### config.mk
export PLATFORM = sky130hd
export DESIGN_NAME = game_scorer
export DESIGN_NICKNAME = d
export VERILOG_FILES = /design/src/rtl/game_scorer.sv
export SDC_FILE = /design/constraint.sdc
export NUM_CORES = 1
export LEC_CHECK = 0
export ABC_CLOCK_PERIOD_IN_PS = 2200
export CAP_MARGIN = 10
export CORE_UTILIZATION = 50
export DETAILED_ROUTE_END_ITERATION = 10
export PLACE_DENSITY = 0.78
export SLEW_MARGIN = 10
export SYNTH_ARGS = -nofsm -noshare
export SYNTH_HDL_FRONTEND = slang
export SYNTH_SLANG_ARGS = --single-unit
### constraint.sdc
create_clock -name clk -period 2.2 [get_ports clk]
set_clock_uncertainty 0.1 [all_clocks]
set_input_delay 0.66 -clock clk [delete_from_list [all_inputs] [get_ports clk]]
set_output_delay 0.66 -clock clk [all_outputs]
set_load 0.005 [all_outputs]
### src/rtl/game_scorer.sv
// game_scorer -- round-based guessing game controller.
//
// The player matches three 2-bit target symbols with three 2-bit switch
// values and presses submit. Each round with all three slots matching scores
// one point (BCD, saturating at 99). A BCD countdown of GAME_SECONDS runs
// while a game is active, and the game ends when it reaches 00.
//
// Parameters:
//   GAME_SECONDS  game length in seconds (1..99)
//   SHOW_SECONDS  tick_1hz pulses the round result is held (1..15)
//
// Ports:
//   clk                      clock, rising edge
//   reset                    synchronous, active-high
//   tick_1hz                 one-cycle pulse per second
//   submit                   push-button level (active high)
//   target1..3               current random symbols
//   guess1..3                player switch values
//   match                    registered per-slot compare result, bit0 = slot1
//   new_round                one-cycle pulse requesting fresh targets
//   game_over                high while in OVER
//   score_tens, score_ones   BCD score
//   time_tens, time_ones     BCD seconds remaining
//   state                    IDLE=0 PLAY=1 CHECK=2 SHOW=3 OVER=4
module game_scorer #(
  parameter int unsigned GAME_SECONDS = 60,
  parameter int unsigned SHOW_SECONDS = 1
) (
  input  logic       clk,
  input  logic       reset,
  input  logic       tick_1hz,
  input  logic       submit,
  input  logic [1:0] target1,
  input  logic [1:0] target2,
  input  logic [1:0] target3,
  input  logic [1:0] guess1,
  input  logic [1:0] guess2,
  input  logic [1:0] guess3,
  output logic [2:0] match,
  output logic       new_round,
  output logic       game_over,
  output logic [3:0] score_tens,
  output logic [3:0] score_ones,
  output logic [3:0] time_tens,
  output logic [3:0] time_ones,
  output logic [2:0] state
);

  typedef enum logic [2:0] {
    S_IDLE  = 3'd0,
    S_PLAY  = 3'd1,
    S_CHECK = 3'd2,
    S_SHOW  = 3'd3,
    S_OVER  = 3'd4
  } state_t;

  localparam logic [3:0] GAME_TENS = 4'(GAME_SECONDS / 10);
  localparam logic [3:0] GAME_ONES = 4'(GAME_SECONDS % 10);
  localparam logic [3:0] SHOW_LAST = 4'(SHOW_SECONDS - 1);

  state_t     cur_state;
  state_t     next_state;
  logic       submit_q;
  logic       press;
  logic       active;
  logic       timeout;
  logic       show_last;
  logic [2:0] hit;
  logic [3:0] show_cnt;
  logic [1:0] cap_t1, cap_t2, cap_t3;
  logic [1:0] cap_g1, cap_g2, cap_g3;

  assign state = cur_state;

  always_comb begin
    press     = submit & ~submit_q;
    active    = (cur_state == S_PLAY) || (cur_state == S_CHECK) ||
                (cur_state == S_SHOW);
    // Only the tick that takes 01 -> 00 ends the game.
    timeout   = tick_1hz && active && (time_tens == 4'd0) && (time_ones == 4'd1);
    show_last = tick_1hz && (show_cnt == SHOW_LAST);
    hit[0]    = (cap_g1 == cap_t1);
    hit[1]    = (cap_g2 == cap_t2);
    hit[2]    = (cap_g3 == cap_t3);
  end

  always_comb begin
    next_state = cur_state;
    unique case (cur_state)
      S_IDLE:  if (press) next_state = S_PLAY;
      S_PLAY: begin
        // A timeout in the same cycle as a press discards the guess.
        if (timeout)    next_state = S_OVER;
        else if (press) next_state = S_CHECK;
      end
      S_CHECK: next_state = timeout ? S_OVER : S_SHOW;
      S_SHOW: begin
        if (timeout)        next_state = S_OVER;
        else if (show_last) next_state = S_PLAY;
      end
      S_OVER:  if (press) next_state = S_IDLE;
      default: next_state = S_IDLE;
    endcase
  end

  always_ff @(posedge clk) begin
    if (reset) begin
      cur_state <= S_IDLE;
      submit_q  <= 1'b1;
      game_over <= 1'b0;
      new_round <= 1'b0;
      match     <= '0;
      show_cnt  <= '0;
    end else begin
      cur_state <= next_state;
      submit_q  <= submit;
      game_over <= (next_state == S_OVER);
      // Entering PLAY from anywhere else is exactly the fresh-target request.
      new_round <= (next_state == S_PLAY) && (cur_state != S_PLAY);

      if (cur_state == S_IDLE && press)
        match <= '0;
      else if (cur_state == S_CHECK)
        match <= hit;
      else if (cur_state == S_SHOW && show_last && !timeout)
        match <= '0;

      if (cur_state == S_CHECK)
        show_cnt <= '0;
      else if (cur_state == S_SHOW && tick_1hz)
        show_cnt <= show_last ? '0 : show_cnt + 4'd1;
    end
  end

  always_ff @(posedge clk) begin
    if (reset) begin
      score_tens <= '0;
      score_ones <= '0;
      time_tens  <= GAME_TENS;
      time_ones  <= GAME_ONES;
    end else begin
      if (cur_state == S_IDLE && press) begin
        score_tens <= '0;
        score_ones <= '0;
      end else if (cur_state == S_CHECK && (&hit)) begin
        if (score_ones != 4'd9) begin
          score_ones <= score_ones + 4'd1;
        end else if (score_tens != 4'd9) begin
          score_ones <= '0;
          score_tens <= score_tens + 4'd1;
        end
      end

      if (cur_state == S_IDLE && press) begin
        time_tens <= GAME_TENS;
        time_ones <= GAME_ONES;
      end else if (active && tick_1hz) begin
        if (time_ones != 4'd0) begin
          time_ones <= time_ones - 4'd1;
        end else if (time_tens != 4'd0) begin
          time_ones <= 4'd9;
          time_tens <= time_tens - 4'd1;
        end
      end
    end
  end

  always_ff @(posedge clk) begin
    if (reset) begin
      cap_t1 <= '0;
      cap_t2 <= '0;
      cap_t3 <= '0;
      cap_g1 <= '0;
      cap_g2 <= '0;
      cap_g3 <= '0;
    end else if (cur_state == S_PLAY && press && !timeout) begin
      cap_t1 <= target1;
      cap_t2 <= target2;
      cap_t3 <= target3;
      cap_g1 <= guess1;
      cap_g2 <= guess2;
      cap_g3 <= guess3;
    end
  end

endmodule

---- Word level (Yosys, flattened, before mapping) ----
Index checks and enable logic that the tools add are counted.
storage, ports and cells
  flip-flop bits (word level) ............. 41
  input bits .............................. 16
  output and inout bits ................... 24
  logic and storage cells ................. 83
cells by class
  add/sub/neg operators ................... 5
  equality and inequality tests ........... 13
  mux-type cells .......................... 15
  bitwise gates (word level) .............. 4
  reduce and logical (&&, ||, !) cells .... 30
operators by type and width
  operator                                                                 count
  3-bit two-way mux                                                        9
  4-bit two-way mux                                                        5
  3-bit case mux with 5 select lines                                       1
  4-bit by 1-bit adder with 4-bit output, second input constant            3
  1-bit logical AND                                                        12
  3-bit AND reduction                                                      3
  4-bit zero test                                                          2
  4-bit inequality test, second input constant                             2
  4-bit nonzero test                                                       2
  4-bit by 1-bit subtractor with 4-bit output, second input constant       2
  2-bit equality test                                                      3
  3-bit by 1-bit equality test with 1-bit output, second input constant    2
  3-bit by 2-bit equality test with 1-bit output, second input constant    2
  3-bit equality test, second input constant                               2
  2-bit nonzero test                                                       3
  4-bit by 1-bit equality test with 1-bit output, second input constant    1
  2-bit AND reduction                                                      2
  2-bit OR reduction                                                       2
  3-bit zero test                                                          1
  3-bit by 1-bit inequality test with 1-bit output, second input constant  1
  1-bit NOT                                                                3
  1-bit logical OR                                                         2
  1-bit bitwise AND                                                        1
  1-bit zero test                                                          1

---- Longest topological paths before layout ----
  depth after elaboration ................. 10
  mapped depth ............................ 7
  depth with buffers taken out ............ 7

---- Least setup slack after synthesis ----
No wires, ideal clock.
  path kind ............................... input -> register
  from .................................... in submit
  to ...................................... reg score_ones[2]
  arrival time ............................ 1.666 ns
  data required time ...................... 1.983 ns
  setup slack ............................. 0.317 ns
  stages on the path ...................... 6
  buffers on the path ..................... 2
  path through ............................ nand2b_1 -> nor4_1 -> or2_2 -> clkbuf_1 -> buf_2 -> nor2_1
between the ends
  longest elaborated chain between the ends .. 3
RTL lines
  element                              line  source
  from (decl)                          32    input logic submit,
  1-bit bitwise AND                    76    press = submit & ~submit_q;
  1-bit logical AND                    142   if (cur_state == S_IDLE && press) begin
  2-bit OR reduction (no source line)  n/a
  to (signal assigned)                 147   score_ones <= score_ones + 4'd1;
  to (decl)                            43    output logic [3:0] score_ones,
No other way between the ends.
A chain may end at the register's enable or synchronous reset.

---- Worst setup path after layout ----
  from .................................... reg cur_state[1] (netlist: state[1])
  to ...................................... out state[1]
RTL lines
  element                 line  source
  from (decl)             61    state_t cur_state;
  from (signal assigned)  115   cur_state <= next_state;
  to (decl)               46    output logic [2:0] state
No word-level cell between the ends.

==> impl_metrics.env <==
export IMPL_ys_top_cells_by_area="dfxtp_1, mux2i_1, xor2_1"
export IMPL_fmax_ghz=0.474
export IMPL_antenna_found_initial=0
export IMPL_worst_path_largest_cell_delay_ps=570
export IMPL_power_w=0.00143
export IMPL_die_area_um2=4150
export IMPL_synth_seq_area_share=0.422
export IMPL_dr_pass1_iters=4
export IMPL_drcViolationCount=0
export IMPL_diodes=0
export IMPL_grt_max_degree=23
export IMPL_setup_viol=0
export IMPL_numPortBuffers=39
export IMPL_status="complete, no violations"
export IMPL_cp_num_buf_inv=1
export IMPL_cts_tree="done"
export IMPL_rows=22
export IMPL_slew_headroom=0.671
export IMPL_io_pins=40
export IMPL_post_cts_buffers=0
export IMPL_crit_chain="clkdlybuf4s50_1"
export IMPL_fin_nets=290
export IMPL_postCtsHoldBufs=0
export IMPL_rsz0062_at_grt="no"
export IMPL_wl_um=3750
export IMPL_die_height_um=64.4
export IMPL_syn_area_um2=1950
export IMPL_dp_hpwl_um=2730
export IMPL_worstSetupEndpointType="output port"
export IMPL_synth_fp_nets=235
export IMPL_cts_buffer_depth=2
export IMPL_cp_required_ps=1440
export IMPL_period_minus_slack_ps=2110
export IMPL_vias=1628
export IMPL_synth_cell_types=43
export IMPL_syn_to_final_growth_pct=32.5
export IMPL_initial_core_util=0.528
export IMPL_cp_start_kind="flop"
export IMPL_syn_inst=213
export IMPL_gp_congestion=0.821
export IMPL_vdd_ir_drop_max_mv=0.340
export IMPL_critPathKind="flop to output port"
export IMPL_arrival_ps=1350
export IMPL_clk_latency_ps=280
export IMPL_final_hold_viol_count=0
export IMPL_crit_fanout=7
export IMPL_grt_overflow=0
export IMPL_ant_nets=0
export IMPL_routed_via_density=5.14
export IMPL_hp_class="flop to flop"
export IMPL_floorplan_die_width_um=64.4
export IMPL_period_share=0.959
export IMPL_grt_usage=0.203
export IMPL_ys_warn_count=0
export IMPL_cpMaxStageDelayCell="clkdlybuf4s50_1"
export IMPL_clock_sinks=41
export IMPL_grt_pass1_vias=1502
export IMPL_yosysTopAreaCell="dfxtp_1"
export IMPL_root_buffer="clkbuf_8"
export IMPL_syn_avg_cell_area_um2=9.14
export IMPL_power_leakage_nw=1.06
export IMPL_fin_setup_tns_ps=0
export IMPL_path_delay_family="buffers and inverters"
export IMPL_tightestPinTransition_ps=490
export IMPL_n_fill_cell=308
export IMPL_cts_resized=0
export IMPL_wl_per_cell_um=11.8
export IMPL_cts_buffers=5
export IMPL_clkTransAtPathRegs_ps=70
export IMPL_grt_pass1_wl_um=6610
export IMPL_cellPowerDensity_nw_per_um2=553
export IMPL_drive_gt1_frac=0.145
export IMPL_core_area_um2=3690
export IMPL_h_tree_depth=2
export IMPL_maxSlewViolCount=0
export IMPL_synth_top_cell_area_share=0.422
export IMPL_cap_violations=0
export IMPL_drt_initial_drc_count=75
export IMPL_synth_seq_cells=41
[synth_stat cells (all sizes together)]
cell / n
nor3: 6
and3: 2
and2b: 2
or4: 2
nor4: 4
xnor2: 1
inv: 7
nand3: 13
or2: 4
o31ai: 4
nor4bb: 1
mux2i: 12
nor2b: 1
o21a: 2
a31oi: 2
a22oi: 2
nand2b: 4
clkbuf: 4
dfxtp: 41
nand2: 12
a21oi: 14
nand3b: 1
nor2: 26
buf: 4
a211oi: 5
nor3b: 3
and3b: 1
nand4: 3
mux2: 1
a21boi: 1
o21bai: 1
ha: 6
o211ai: 1
o21ai: 6
xor2: 13
or3: 1
[sequential cells by signal (all words and copies together) (netlist names), 2 cells and up]
| name | cells |
|---|---|
| cap_g1 | 2 |
| cap_g2 | 2 |
| cap_g3 | 2 |
| cap_t1 | 2 |
| cap_t2 | 2 |
| cap_t3 | 2 |
| match | 3 |
| score_ones | 4 |
| score_tens | 4 |
| show_cnt | 4 |
| state | 3 |
| time_ones | 4 |
| time_tens | 4 |
[final cells by class]
type / instances / area (um^2) / area share
clock buffers: 7 / 96.3 / 0.0373
clock inverters: 1 / 5.00 / 0.00194
inverters: 7 / 26.3 / 0.0102
multi-input cells: 157 / 1050 / 0.408
flip-flops and latches: 41 / 821 / 0.318
well taps: 48 / 60.1 / 0.0233
repair buffers: 56 / 518 / 0.201
[layout by cell type, fill, tap and decap left out, drive strengths merged, types with 3 or more instances in the layout]
master / count
dfxtp: 41
clkdlybuf4s50: 39
nor2: 26
buf: 17
a21oi: 14
xor2: 13
nand3: 13
nand2: 12
mux2i: 12
inv: 7
clkbuf: 7
nor3: 6
ha: 6
o21ai: 6
a211oi: 5
or2: 4
o31ai: 4
nand2b: 4
nor4: 4
nand4: 3
nor3b: 3
[cell families (layout without fill, tap and decap cells)]
family	count (synthesis)	count (layout)	synth area share
AOI/OAI and AO/OA	38	38	0.120
buffers and inverters	15	71	0.0373
xor gates and xnor gates	14	14	0.0630
DFF	41	41	0.422
adders and majority gates	6	6	0.0386
and+or+nand+nor	86	86	0.253
muxes	13	13	0.0675
[stage by stage]
stage                     hold slack, ps  instances  area [um^2]  setup WS (ps)   util
after global routing                 407        317         2580           7.59  0.699
after floorplan                      373        213         1950            317      -
after detailed placement             379        309         2480           -164  0.672
final                                386        317         2580           90.1  0.699
after CTS                            390        317         2580           76.4  0.699
after global placement               372        309         2480          -95.2  0.672
[per-layer routing]
| layer | global-route usage | part of all wire |
|---|---|---|
| met4 | 0.0667 | 0.011 |
| met3 | 0.0571 | 0.027 |
| met5 | 0 | 0 |
| met2 | 0.329 | 0.48 |
| met1 | 0.259 | 0.49 |
[power breakdown]
group | switching (W) | internal, W | leakage [nW]
Sequential | 0.00000831 | 0.000752 | 0.331
Clock | 0.000249 | 0.000284 | 0.0542
Combinational | 0.0000594 | 0.0000737 | 0.679
[worst paths after layout]
| path | from | endpoint | slack [ps] | cells past startpoint |
|---|---|---|---|---|
| min reg2reg | match[2] | match[2] | 390 | 2 |
| min | match[2] | match[2] | 390 | 2 |
| max reg2reg | score_ones[3] | score_tens[3] | 280 | 5 |
| max | state[1] | state[1] | 90 | 1 |
Power figures use the tool's default switching activity.
